[config.mk]
export PLATFORM = sky130hd
export DESIGN_NAME = block_scroller
export DESIGN_NICKNAME = d
export VERILOG_FILES = /design/src/rtl/block_scroller.sv
export SDC_FILE = /design/constraint.sdc
export NUM_CORES = 1
export LEC_CHECK = 0
export BUFFER_PORTS_ARGS = -buffer_cell sky130_fd_sc_hd__buf_2
export CORE_UTILIZATION = 48
export DETAILED_ROUTE_END_ITERATION = 8
export GPL_TIMING_DRIVEN = 0
export PLACE_DENSITY = 0.74
export SYNTH_ARGS = -nofsm -noshare
export SYNTH_HDL_FRONTEND = slang
export SYNTH_SLANG_ARGS = --single-unit
[constraint.sdc]
create_clock -name clk -period 2.6 [get_ports clk]
set_clock_uncertainty 0.1 [all_clocks]
set_input_delay 0.39 -clock clk [delete_from_list [all_inputs] [get_ports clk]]
set_output_delay 0.39 -clock clk [all_outputs]
set_load 0.1 [all_outputs]
[src/rtl/block_scroller.sv]
// Scrolling obstacle controller: moves the block left once per frame, latches the
// pitch that sets its gap, tests the player against it and keeps score.
module block_scroller #(
  parameter int unsigned SCREEN_WIDTH = 1280,
  parameter int unsigned BLOCK_WIDTH  = 32,
  parameter int unsigned GAP_HEIGHT   = 50,
  parameter int unsigned Y_HEIGHT     = 208,
  parameter int unsigned SPEED        = 4,
  parameter int unsigned PLAYER_X     = 200,
  parameter int unsigned PLAYER_SIZE  = 16,
  parameter int unsigned FRAME_LINE   = 720
) (
  input  logic        clk,
  input  logic        rst,
  input  logic [10:0] hcount_in,
  input  logic [9:0]  vcount_in,
  input  logic [15:0] freq_in,
  input  logic        freq_valid_in,
  input  logic [8:0]  gap_height_in,
  input  logic [9:0]  player_y_in,
  input  logic        start_in,
  output logic [12:0] x_out,
  output logic [15:0] freq_out,
  output logic [7:0]  score_out,
  output logic [1:0]  state_out,
  output logic        collision_out
);

  typedef enum logic [1:0] {
    IDLE = 2'd0,
    RUN  = 2'd1,
    HIT  = 2'd2
  } state_t;

  localparam logic [12:0] SCREEN_W13  = 13'(SCREEN_WIDTH);
  localparam logic [12:0] SPEED13     = 13'(SPEED);
  localparam logic [13:0] SPEED14     = 14'(SPEED);
  localparam logic [13:0] BLOCK_W14   = 14'(BLOCK_WIDTH);
  localparam logic [13:0] GAP_H14     = 14'(GAP_HEIGHT);
  localparam logic [13:0] Y_H14       = 14'(Y_HEIGHT);
  localparam logic [13:0] PLAYER_X14  = 14'(PLAYER_X);
  localparam logic [13:0] PLAYER_S14  = 14'(PLAYER_SIZE);
  localparam logic [9:0]  FRAME_LN10  = 10'(FRAME_LINE);

  state_t      state_q, state_d;
  logic [12:0] x_q, x_d;
  logic [15:0] freq_q, freq_d;
  logic [15:0] pend_q, pend_d;
  logic [7:0]  score_q, score_d;
  logic        coll_q, coll_d;
  logic        match_q, match_d;

  logic        tick;
  logic [13:0] x_ext, py_ext, gap_ext;
  logic        hov, top, bot, hit;

  always_comb begin
    x_ext   = {1'b0, x_q};
    py_ext  = {4'b0, player_y_in};
    gap_ext = {5'b0, gap_height_in};
    hov = (x_ext + BLOCK_W14 > PLAYER_X14) && (x_ext < PLAYER_X14 + PLAYER_S14);
    top = (py_ext < gap_ext) && (py_ext + PLAYER_S14 > Y_H14);
    bot = (py_ext + PLAYER_S14) > (gap_ext + GAP_H14);
    hit = hov && (top || bot);
  end

  // The tick fires on the first cycle of a counter match so a stalled scan
  // position cannot advance the block more than once.
  always_comb begin
    match_d = (hcount_in == 11'd0) && (vcount_in == FRAME_LN10);
    tick    = match_d && !match_q;

    state_d = state_q;
    x_d     = x_q;
    freq_d  = freq_q;
    pend_d  = freq_valid_in ? freq_in : pend_q;
    score_d = score_q;
    coll_d  = 1'b0;

    case (state_q)
      IDLE: begin
        x_d = SCREEN_W13;
        if (start_in) begin
          state_d = RUN;
          score_d = 8'd0;
          freq_d  = pend_q;
        end
      end
      RUN: begin
        if (tick) begin
          if (hit) begin
            state_d = HIT;
            coll_d  = 1'b1;
          end else if (x_ext < SPEED14) begin
            x_d    = SCREEN_W13;
            freq_d = pend_q;
            if (score_q != 8'hFF) score_d = score_q + 8'd1;
          end else begin
            x_d = x_q - SPEED13;
          end
        end
      end
      HIT: begin
        if (start_in) begin
          state_d = IDLE;
          x_d     = SCREEN_W13;
        end
      end
      default: state_d = IDLE;
    endcase
  end

  always_ff @(posedge clk or negedge rst) begin
    if (!rst) begin
      state_q <= IDLE;
      x_q     <= SCREEN_W13;
      freq_q  <= 16'd0;
      pend_q  <= 16'd0;
      score_q <= 8'd0;
      coll_q  <= 1'b0;
      match_q <= 1'b0;
    end else begin
      state_q <= state_d;
      x_q     <= x_d;
      freq_q  <= freq_d;
      pend_q  <= pend_d;
      score_q <= score_d;
      coll_q  <= coll_d;
      match_q <= match_d;
    end
  end

  assign x_out         = x_q;
  assign freq_out      = freq_q;
  assign score_out     = score_q;
  assign state_out     = state_q;
  assign collision_out = coll_q;

endmodule

==> results.py, run 1 <==
metrics = {
    "status": {
        "status": "finished with violations",
        "failed_checks": "setup timing",
    },
    "synth": {
        "yosysWarnings": 0,
        "async_flop_share": 1.00,
        "yosysUniqueCellTypes": 65,
        "synth_edf_count": 0,
        "ys_seq_area_frac": 0.395,
        "synth_area_um2": 3490,
        "synth_seq_cells": 55,
        "synth_cells": 329,
        "avgSynthCellArea_um2": 10.6,
        "synth-main-ff-cell": "dfrtp_1",
    },
    "clock_tree": {
        "clk_latency_ns": 0.31,
        "htreeDepth": 2,
        "clk_pin_slew_ns": 0.11,
        "cts.sinks": 55,
        "numCtsBuffers": 5,
        "clockBufferDepth": 2,
        "cts-root-buf": "clkbuf_8",
        "cts_tree": "yes",
    },
    "final_layout": {
        "final_nets": 533,
        "layout.cells.non_filler": 543,
        "fillers": 532,
        "drive_gt1_frac": 0.463,
        "post-route-cell-area_um2": 4740,
        "syn2layout_area_growth_pct": 35.8,
        "fin_util": 0.686,
        "diodes": 0,
        "final_common_cell": "buf_2",
        "final_cell_mix": "buf_2 (89), dfrtp_1 (50), ha_1 (25)",
    },
    "power_and_ir_drop": {
        "leakage_nw": 2.32,
        "peakVddDrop_v": 0.000682,
        "powerDensity_nw_per_um2": 625,
    },
    "die": {
        "num_rows": 30,
        "dieWidth_um": 87.2,
        "core-area_um2": 6910,
        "io_pins": 100,
        "start_util": 0.505,
        "dieArea_um2": 7610,
        "die_y_um": 87.2,
    },
    "global_routing": {
        "grt_pass1_vias": 2999,
        "grt_overflow_total": 0,
        "antenna_found_initial": 0,
        "grt_max_degree": 56,
        "grtUsageTotal": 0.226,
        "grt_pass1_wl_um": 13700,
    },
    "worst_setup_path": {
        "timing.critical_path.mode_cell": "nand3_2",
        "crit_path_start_kind": "primary input",
        "cp.arrival_ns": 3.04,
        "worst-path-buf-inv": 2,
        "endpoint_kind": "flip-flop",
        "max_stage_delay_ns": 0.50,
        "slowest_stage": "or4_4",
        "cp.required_ns": 2.71,
        "critical_path.max_fanout": 6,
        "crit_chain": "buf_4, nand3_2, or2_4, xnor2_1, ha_1, nand3_2, or4_4, a21oi_4, o32ai_4, a21oi_2, o21ai_4, clkbuf_16, mux2_4",
        "path_class": "in -> reg",
        "cp_top_family": "simple AND/OR/NAND/NOR gates",
    },
    "detailed_routing": {
        "antenna_left": 0,
        "drc": 0,
        "drt_iter0_markers": 249,
        "wire_per_inst_um": 15.8,
        "first_pass_iters": 4,
        "wl_um": 8590,
        "vias": 3058,
        "vias_per_cell": 5.63,
    },
    "timing": {
        "fin_crit_sh": 1.13,
        "setup_slack_ns": -0.332,
        "relSlewSlack": 0.478,
        "rsz0062_at_grt": "yes",
        "finalSetupTns_ns": -8.91,
        "hold_viol_final": 0,
        "fmax_ghz": 0.341,
        "drv_slew": 0,
        "finalSetupViolations": 35,
        "finalCriticalPeriod_ns": 2.93,
        "worst_pin_slew_ns": 0.782,
    },
    "place": {
        "hpwl_um": 6070,
        "post-place-ws_ns": -0.819,
        "placed_area_um2": 4150,
        "placedCellCount": 522,
        "gp_congestion": 0.856,
        "portBuffers": 96,
    },
    "flow_run": {
        "maxCapViolCount": 0,
    },
    "worst_hold_path": {
        "hold_class": "in -> reg",
    },
}
## logic make-up after synthesis
| logic type | Yosys count | share of synthesized area |
|---|---|---|
| multiplexers | 34 | 0.121 |
| AO/OA/AOI/OAI | 70 | 0.149 |
| AND/OR/NAND/NOR | 100 | 0.169 |
| XOR/XNOR | 11 | 0.0276 |
| flip-flops | 55 | 0.395 |
| buffers and inverters | 31 | 0.0402 |
| adder cells (fa/ha/maj) | 27 | 0.0969 |
| other | 1 | 0.00108 |
## metrics by stage
step / power [mW] / hold slack, ns
CTS: 2.93 / 0.144
global placement: 2.35 / 0.363
detailed placement: 2.38 / 0.378
floorplan: 2.11 / -0.00559
finish: 2.96 / 0.153
global route: 3.09 / 0.143
## path summary, 6_finish.rpt
| kind | startpoint | endpoint | slack (ns) | cells after the start |
|---|---|---|---|---|
| max in group asynchronous | rst | x_out[8] | 1.30 | 3 |
| setup / recovery | player_y_in[6] | freq_out[5] | -0.33 | 13 |
| hold reg to reg | pend_q[4] | pend_q[4] | 0.41 | 1 |
| hold / removal | vcount_in[8] | match_q | 0.15 | 2 |
| min in group asynchronous | rst | freq_out[12] | 0.47 | 2 |
| setup reg to reg | x_out[11] | freq_out[0] | -0.07 | 7 |
## cell usage after synthesis, drive strengths merged, types with 3 or more instances
cell / count / area, um2
dfrtp: 53 / 1330
a21o: 3 / 22.5
o41ai: 3 / 41.3
nor2: 13 / 51.3
nor3: 3 / 20.0
mux2: 34 / 420
nor2b: 5 / 31.3
or3: 3 / 18.8
xnor2: 9 / 78.8
o21a: 3 / 22.5
a21oi: 20 / 108
clkbuf: 6 / 22.5
ha: 27 / 338
nor4: 7 / 62.6
or4: 3 / 22.5
and3: 9 / 56.3
o31ai: 5 / 37.5
nand2b: 4 / 25.0
o21ai: 11 / 70.1
inv: 20 / 75.1
nand3: 11 / 55.1
o311ai: 8 / 70.1
nand2: 21 / 78.8
nor4b: 3 / 32.5
buf: 5 / 42.5
nand4: 7 / 43.8
## state kept, by name, indices dropped and copies added (netlist names)
signal,cells
score_out,8
x_out,11
freq_out,16
pend_q,16
match_q,1
state_out,2
collision_out,1
## power by group
| part | internal, mW | total (mW) | leakage [nW] | switching (mW) |
|---|---|---|---|---|
| clock network | 0.198 | 0.496 | 0.0463 | 0.298 |
| logic | 0.354 | 1.40 | 1.58 | 1.04 |
| registers | 0.979 | 1.07 | 0.696 | 0.0893 |
## what timing repair did
item | 4_1_cts | 5_1_grt
hold buffers | 0 | 1
cloned | 1 | 2
pin swaps | 13 | 36
hold endpoints to repair | 0 | 21
endpoints found under the setup margin | 34 | 35
setup buffers | 5 | 4
gates resized for setup | 34 | 40
## worst register-to-register path, cell delays in order (launching register included)
cell and delay, ns:
dfrtp_1 0.49, nor4_2 0.40, o31ai_1 0.17, a2111oi_2 0.48, a21oi_2 0.16, o21ai_4 0.26, buf_6 0.19, mux2_4 0.31
## layout make-up
type	count	area, um2	area share
multi-input cells	244	2310	0.487
flip-flops and latches	55	1380	0.292
repair buffers	109	677	0.143
well taps	96	120	0.0254
plain buffers	11	78.8	0.0166
inverters	20	75.1	0.0158
clock buffers	5	68.8	0.0145
clock inverters	3	27.5	0.00581
## per-layer routing
layer	share of wire	vias to the layer above	global-route usage
li1	-	1454	-
met1	0.42	1504	0.275
met2	0.51	90	0.408
met3	0.055	10	0.0483
met4	0.013	0	0.0581
met5	0	-	0
Note: power is estimated with default switching activity, not from simulation.
==> run 2, diff against run 1 <==
--- a/config.mk
+++ b/config.mk
@@ -10,6 +10,7 @@
 export DETAILED_ROUTE_END_ITERATION = 8
 export GPL_TIMING_DRIVEN = 0
 export PLACE_DENSITY = 0.74
+export RECOVER_POWER = 50
 export SYNTH_ARGS = -nofsm -noshare
 export SYNTH_HDL_FRONTEND = slang
 export SYNTH_SLANG_ARGS = --single-unit
==> run 2 against run 1 <==
Compared with the run above: the run still ends with setup timing left; design area shrank 0.48%; register-to-register slack about the same; setup slack worse by 0.0014 ns; non-clock buffer count did not move; largest cell class unchanged; combinational power barely moved.
==> results.py, run 2 (synthesis gave the netlist of run 1 again) <==
metrics = {
    "status": {
        "failed_checks": "setup timing",
        "status": "finished with violations",
    },
    "timing": {
        "fin_crit_sh": 1.13,
        "finalSetupTns_ns": -8.96,
        "worst_pin_slew_ns": 1.15,
        "finalCriticalPeriod_ns": 2.93,
        "hold_viol_final": 0,
        "fmax_ghz": 0.341,
        "finalSetupViolations": 35,
        "setup_slack_ns": -0.334,
        "drv_slew": 0,
        "rsz0062_at_grt": "yes",
        "hold_slack_ns": 0.150,
        "relSlewSlack": 0.231,
    },
    "detailed_routing": {
        "antenna_left": 0,
        "wl_met3_um": 455,
        "wire_per_inst_um": 15.7,
        "wl_met1_um": 3600,
        "wl_um": 8550,
        "wl_met2_um": 4380,
        "routed.top_layer": "met4",
        "vias_per_cell": 5.60,
        "first_pass_iters": 4,
        "vias": 3039,
        "drt_iter0_markers": 193,
        "drc": 0,
    },
    "global_routing": {
        "grt_overflow_total": 0,
        "antenna_found_initial": 0,
        "grt_max_degree": 56,
        "grtUsageTotal": 0.226,
        "grt_pass1_vias": 2999,
        "grt_pass1_wl_um": 13700,
    },
    "power_and_ir_drop": {
        "leakage_nw": 2.31,
        "powerDensity_nw_per_um2": 627,
        "peakVddDrop_v": 0.000682,
    },
    "final_layout": {
        "diodes": 0,
        "syn2layout_area_growth_pct": 35.2,
        "final_common_cell": "buf_2",
        "drive_gt1_frac": 0.459,
        "final_cell_mix": "buf_2 (89), dfrtp_1 (50), ha_1 (25)",
        "final_nets": 533,
    },
    "worst_setup_path": {
        "r2r_setup_slack_ns": -0.08,
        "cp_top_family": "simple AND/OR/NAND/NOR gates",
        "path_class": "in -> reg",
        "ff2ff_path_depth": 7,
        "slowest_stage": "or4_4",
        "critical_path.max_fanout": 6,
        "crit_path_start_kind": "primary input",
        "max_stage_delay_ns": 0.50,
        "crit_chain": "buf_4, nand3_2, or2_4, xnor2_1, ha_1, nand3_2, or4_4, a21oi_4, o32ai_4, a21oi_2, o21ai_4, clkbuf_16, mux2_4",
        "cp.required_ns": 2.71,
        "startpoint": "player_y_in[6]",
        "worst-path-buf-inv": 2,
        "endpoint_kind": "flip-flop",
        "reg2reg_to": "freq_out[0]",
        "cp.arrival_ns": 3.05,
        "timing.critical_path.mode_cell": "nand3_2",
        "r2r-start": "x_out[11]",
    },
    "clock_tree": {
        "htreeDepth": 2,
        "clk_pin_slew_ns": 0.11,
        "numCtsBuffers": 5,
        "clk_latency_ns": 0.31,
        "clockBufferDepth": 2,
        "cts_tree": "yes",
        "cts.sinks": 55,
        "cts-root-buf": "clkbuf_8",
    },
    "worst_hold_path": {
        "holdPathEnd": "match_q",
        "hold_path_depth": 2,
        "holdCritStartpoint": "vcount_in[8]",
        "hold_class": "in -> reg",
    },
    "die": {
        "start_util": 0.505,
        "dieWidth_um": 87.2,
        "io_pins": 100,
        "num_rows": 30,
        "die_y_um": 87.2,
        "core-area_um2": 6910,
        "dieArea_um2": 7610,
    },
    "place": {
        "hpwl_um": 6070,
        "portBuffers": 96,
        "gp_congestion": 0.856,
    },
    "flow_run": {
        "maxCapViolCount": 0,
    },
}
run 2: layer usage:
layer | track usage | vias to the layer above
li1 | - | 1455
met1 | 0.275 | 1488
met2 | 0.408 | 86
met3 | 0.0483 | 10
met4 | 0.0581 | 0
met5 | 0 | -
run 2: worst max-delay path by stage:
stage,to,cells after the start
floorplan,freq_out[10],14
CTS,freq_out[4],15
finish,freq_out[5],13
detailed placement,freq_out[9],15
global placement,freq_out[7],14
global route,x_out[4],13
run 2: what timing repair did:
action                                 in CTS  in global routing
hold buffers                                0                  1
cloned                                      1                  2
setup endpoints to repair                  34                 35
endpoints found under the hold margin       0                 21
resized for setup                          34                 40
pin swaps                                  13                 36
setup buffers                               5                  4
run 2: through the flow:
step / cells / utilization / total power [mW] / instance area (um2) / worst slack, ns
after detailed placement: 522 / 0.601 / 2.38 / 4150 / -0.819
after CTS: 536 / 0.645 / 2.93 / 4460 / -0.385
after global placement: 522 / 0.601 / 2.35 / 4150 / -0.777
after floorplan: 330 / - / 2.11 / 3550 / -0.374
after global routing: 543 / 0.683 / 3.08 / 4710 / -0.458
final: 543 / 0.683 / 2.96 / 4710 / -0.334
run 2: worst register-to-register path: stages, from the launching register on:
cell and delay [ns]:
dfrtp_1 0.49, nor4_2 0.41, o31ai_1 0.17, a2111oi_2 0.48
a21oi_2 0.16, o21ai_4 0.26, buf_6 0.18, mux2_4 0.31
run 2: where the power goes:
part           internal (mW)  switching [mW]
registers              0.979          0.0889
logic                  0.351            1.04
clock network          0.198           0.299
total                   1.53            1.43
run 2: cell type report:
type	instances	area, um2
fill	537	2190
inverter	20	75.1
sequential	55	1380
buffer	11	78.8
clock inverter	3	27.5
clock buffer	5	68.8
tap	96	120
timing repair buffer	109	661
multi-input combinational	244	2300
==> run 3, diff against run 2 <==
==> constraint.sdc (replaced) <==
create_clock -name clk -period 2.6 [get_ports clk]
set_clock_uncertainty 0.1 [all_clocks]
set_input_delay 0.26 -clock clk [delete_from_list [all_inputs] [get_ports clk]]
set_output_delay 0.26 -clock clk [all_outputs]
set_load 0.1 [all_outputs]
==> run 3 against run 2 <==
Compared with the run above: highest routed layer unchanged; global-route usage up 1.2 points; the flow still finishes with violations (setup timing); wire length up 4.6%; sequential share of layout area about the same; critical path depth up 1; non-clock buffer count up 5; final cell count up 0.92%.
==> results.py, run 3 (synthesis gave the netlist of run 1 again) <==
metrics = {
    "worst_setup_path": {
        "max_stage_delay_ns": 0.47,
        "worst-path-buf-inv": 3,
        "r2r_setup_slack_ns": -0.03,
        "cp_top_family": "simple AND/OR/NAND/NOR gates",
        "cp.required_ns": 2.70,
        "path_class": "in -> reg",
        "reg2reg_to": "score_out[7]",
        "endpoint_kind": "flip-flop",
        "crit_path_start_kind": "primary input",
        "slowest_stage": "or4_4",
        "cp.arrival_ns": 2.94,
        "r2r-start": "x_out[11]",
        "crit_cells": 14,
        "critical_path.max_fanout": 3,
        "ff2ff_path_depth": 8,
        "crit_chain": "buf_8, ha_4, a21oi_4, buf_6, xnor2_1, ha_1, nand4_1, or4_4, a21oi_4, o32a_4, buf_6, a21o_1, nand4_1, mux2_4",
    },
    "clock_tree": {
        "numCtsBuffers": 5,
        "cts_tree": "yes",
        "cts.sinks": 55,
        "cts-root-buf": "clkbuf_8",
        "clk_pin_slew_ns": 0.10,
        "htreeDepth": 2,
        "clk_latency_ns": 0.31,
        "clockBufferDepth": 2,
    },
    "die": {
        "die_y_um": 87.2,
        "num_rows": 30,
        "io_pins": 100,
        "core-area_um2": 6910,
        "dieWidth_um": 87.2,
        "start_util": 0.505,
        "dieArea_um2": 7610,
    },
    "detailed_routing": {
        "antenna_left": 0,
        "vias": 3120,
        "wire_per_inst_um": 16.3,
        "first_pass_iters": 4,
        "drt_iter0_markers": 167,
        "vias_per_cell": 5.69,
        "wl_um": 8940,
        "drc": 0,
    },
    "global_routing": {
        "antenna_found_initial": 0,
        "grt_pass1_wl_um": 14200,
        "grtUsageTotal": 0.239,
        "grt_pass1_vias": 3092,
        "grt_overflow_total": 0,
        "grt_max_degree": 56,
    },
    "worst_hold_path": {
        "hold_class": "in -> reg",
        "holdPathEnd": "match_q",
        "hold_path_depth": 2,
        "holdCritStartpoint": "vcount_in[8]",
    },
    "timing": {
        "fmax_ghz": 0.352,
        "rsz0062_at_grt": "yes",
        "finalSetupViolations": 35,
        "relSlewSlack": 0.0969,
        "hold_viol_final": 0,
        "drv_slew": 0,
        "fin_crit_sh": 1.09,
        "finalCriticalPeriod_ns": 2.84,
        "worst_pin_slew_ns": 1.35,
        "setup_slack_ns": -0.238,
    },
    "final_layout": {
        "final_nets": 538,
        "diodes": 0,
        "drive_gt1_frac": 0.476,
        "final_common_cell": "buf_2",
        "final_cell_mix": "buf_2 (87), dfrtp_1 (45), ha_1 (25)",
        "post-route-cell-area_um2": 4730,
        "layout.cells.non_filler": 548,
        "syn2layout_area_growth_pct": 35.7,
    },
    "flow_run": {
        "maxCapViolCount": 0,
    },
    "status": {
        "failed_checks": "setup timing",
        "status": "finished with violations",
    },
    "place": {
        "hpwl_um": 5970,
        "portBuffers": 96,
        "placed_area_um2": 4160,
        "post-place-ws_ns": -0.633,
        "gp_congestion": 0.841,
        "placedCellCount": 522,
    },
    "power_and_ir_drop": {
        "peakVddDrop_v": 0.000748,
        "leakage_nw": 2.34,
        "powerDensity_nw_per_um2": 627,
    },
}
-- run 3: area by class of cell --
type	instances	area [um2]
flip-flops and latches	55	1390
well taps	96	120
plain buffers	11	75.1
clock buffers	5	68.8
inverters	20	75.1
multi-input cells	244	2280
clock inverters	3	18.8
fillers	526	2170
repair buffers	114	708
-- run 3: worst max path at each step --
stage | startpoint | to | slack (ns)
after CTS | gap_height_in[1] | freq_out[3] | -0.21
after floorplan | gap_height_in[1] | freq_out[10] | -0.24
after global routing | gap_height_in[1] | score_out[6] | -0.30
after detailed placement | gap_height_in[1] | freq_out[11] | -0.63
final | gap_height_in[2] | score_out[6] | -0.24
after global placement | gap_height_in[1] | freq_out[13] | -0.63
-- run 3: where the power goes --
group,internal [mW],total [mW],leakage (nW),switching [mW]
sequential,0.982,1.07,0.689,0.0844
combinational,0.373,1.42,1.60,1.05
clock,0.190,0.476,0.0483,0.286
-- run 3: metal layers --
metal  vias up  GRT usage  part of all wire
met2       109      0.420              0.50
li1       1475          -                 -
met5         -          0                 0
met3        12     0.0531             0.059
met4         0     0.0641             0.013
met1      1524      0.295              0.43
-- run 3: stage by stage --
step | total power, mW | utilization | TNS, ns | hold slack, ns
after floorplan | 2.12 | - | -4.88 | -0.136
after global placement | 2.35 | 0.602 | -17.27 | 0.348
after detailed placement | 2.38 | 0.602 | -17.59 | 0.350
after CTS | 2.92 | 0.652 | -4.89 | 0.0158
after global routing | 3.09 | 0.685 | -8.37 | 0.0251
final | 2.96 | 0.685 | -6.45 | 0.0264
-- run 3: timing repair --
action	CTS	global route
setup buffers	8	8
hold buffers	0	1
endpoints found under the setup margin	32	35
pin swaps	19	24
hold endpoints to repair	0	53
gates resized for setup	41	28
gates cloned	1	0
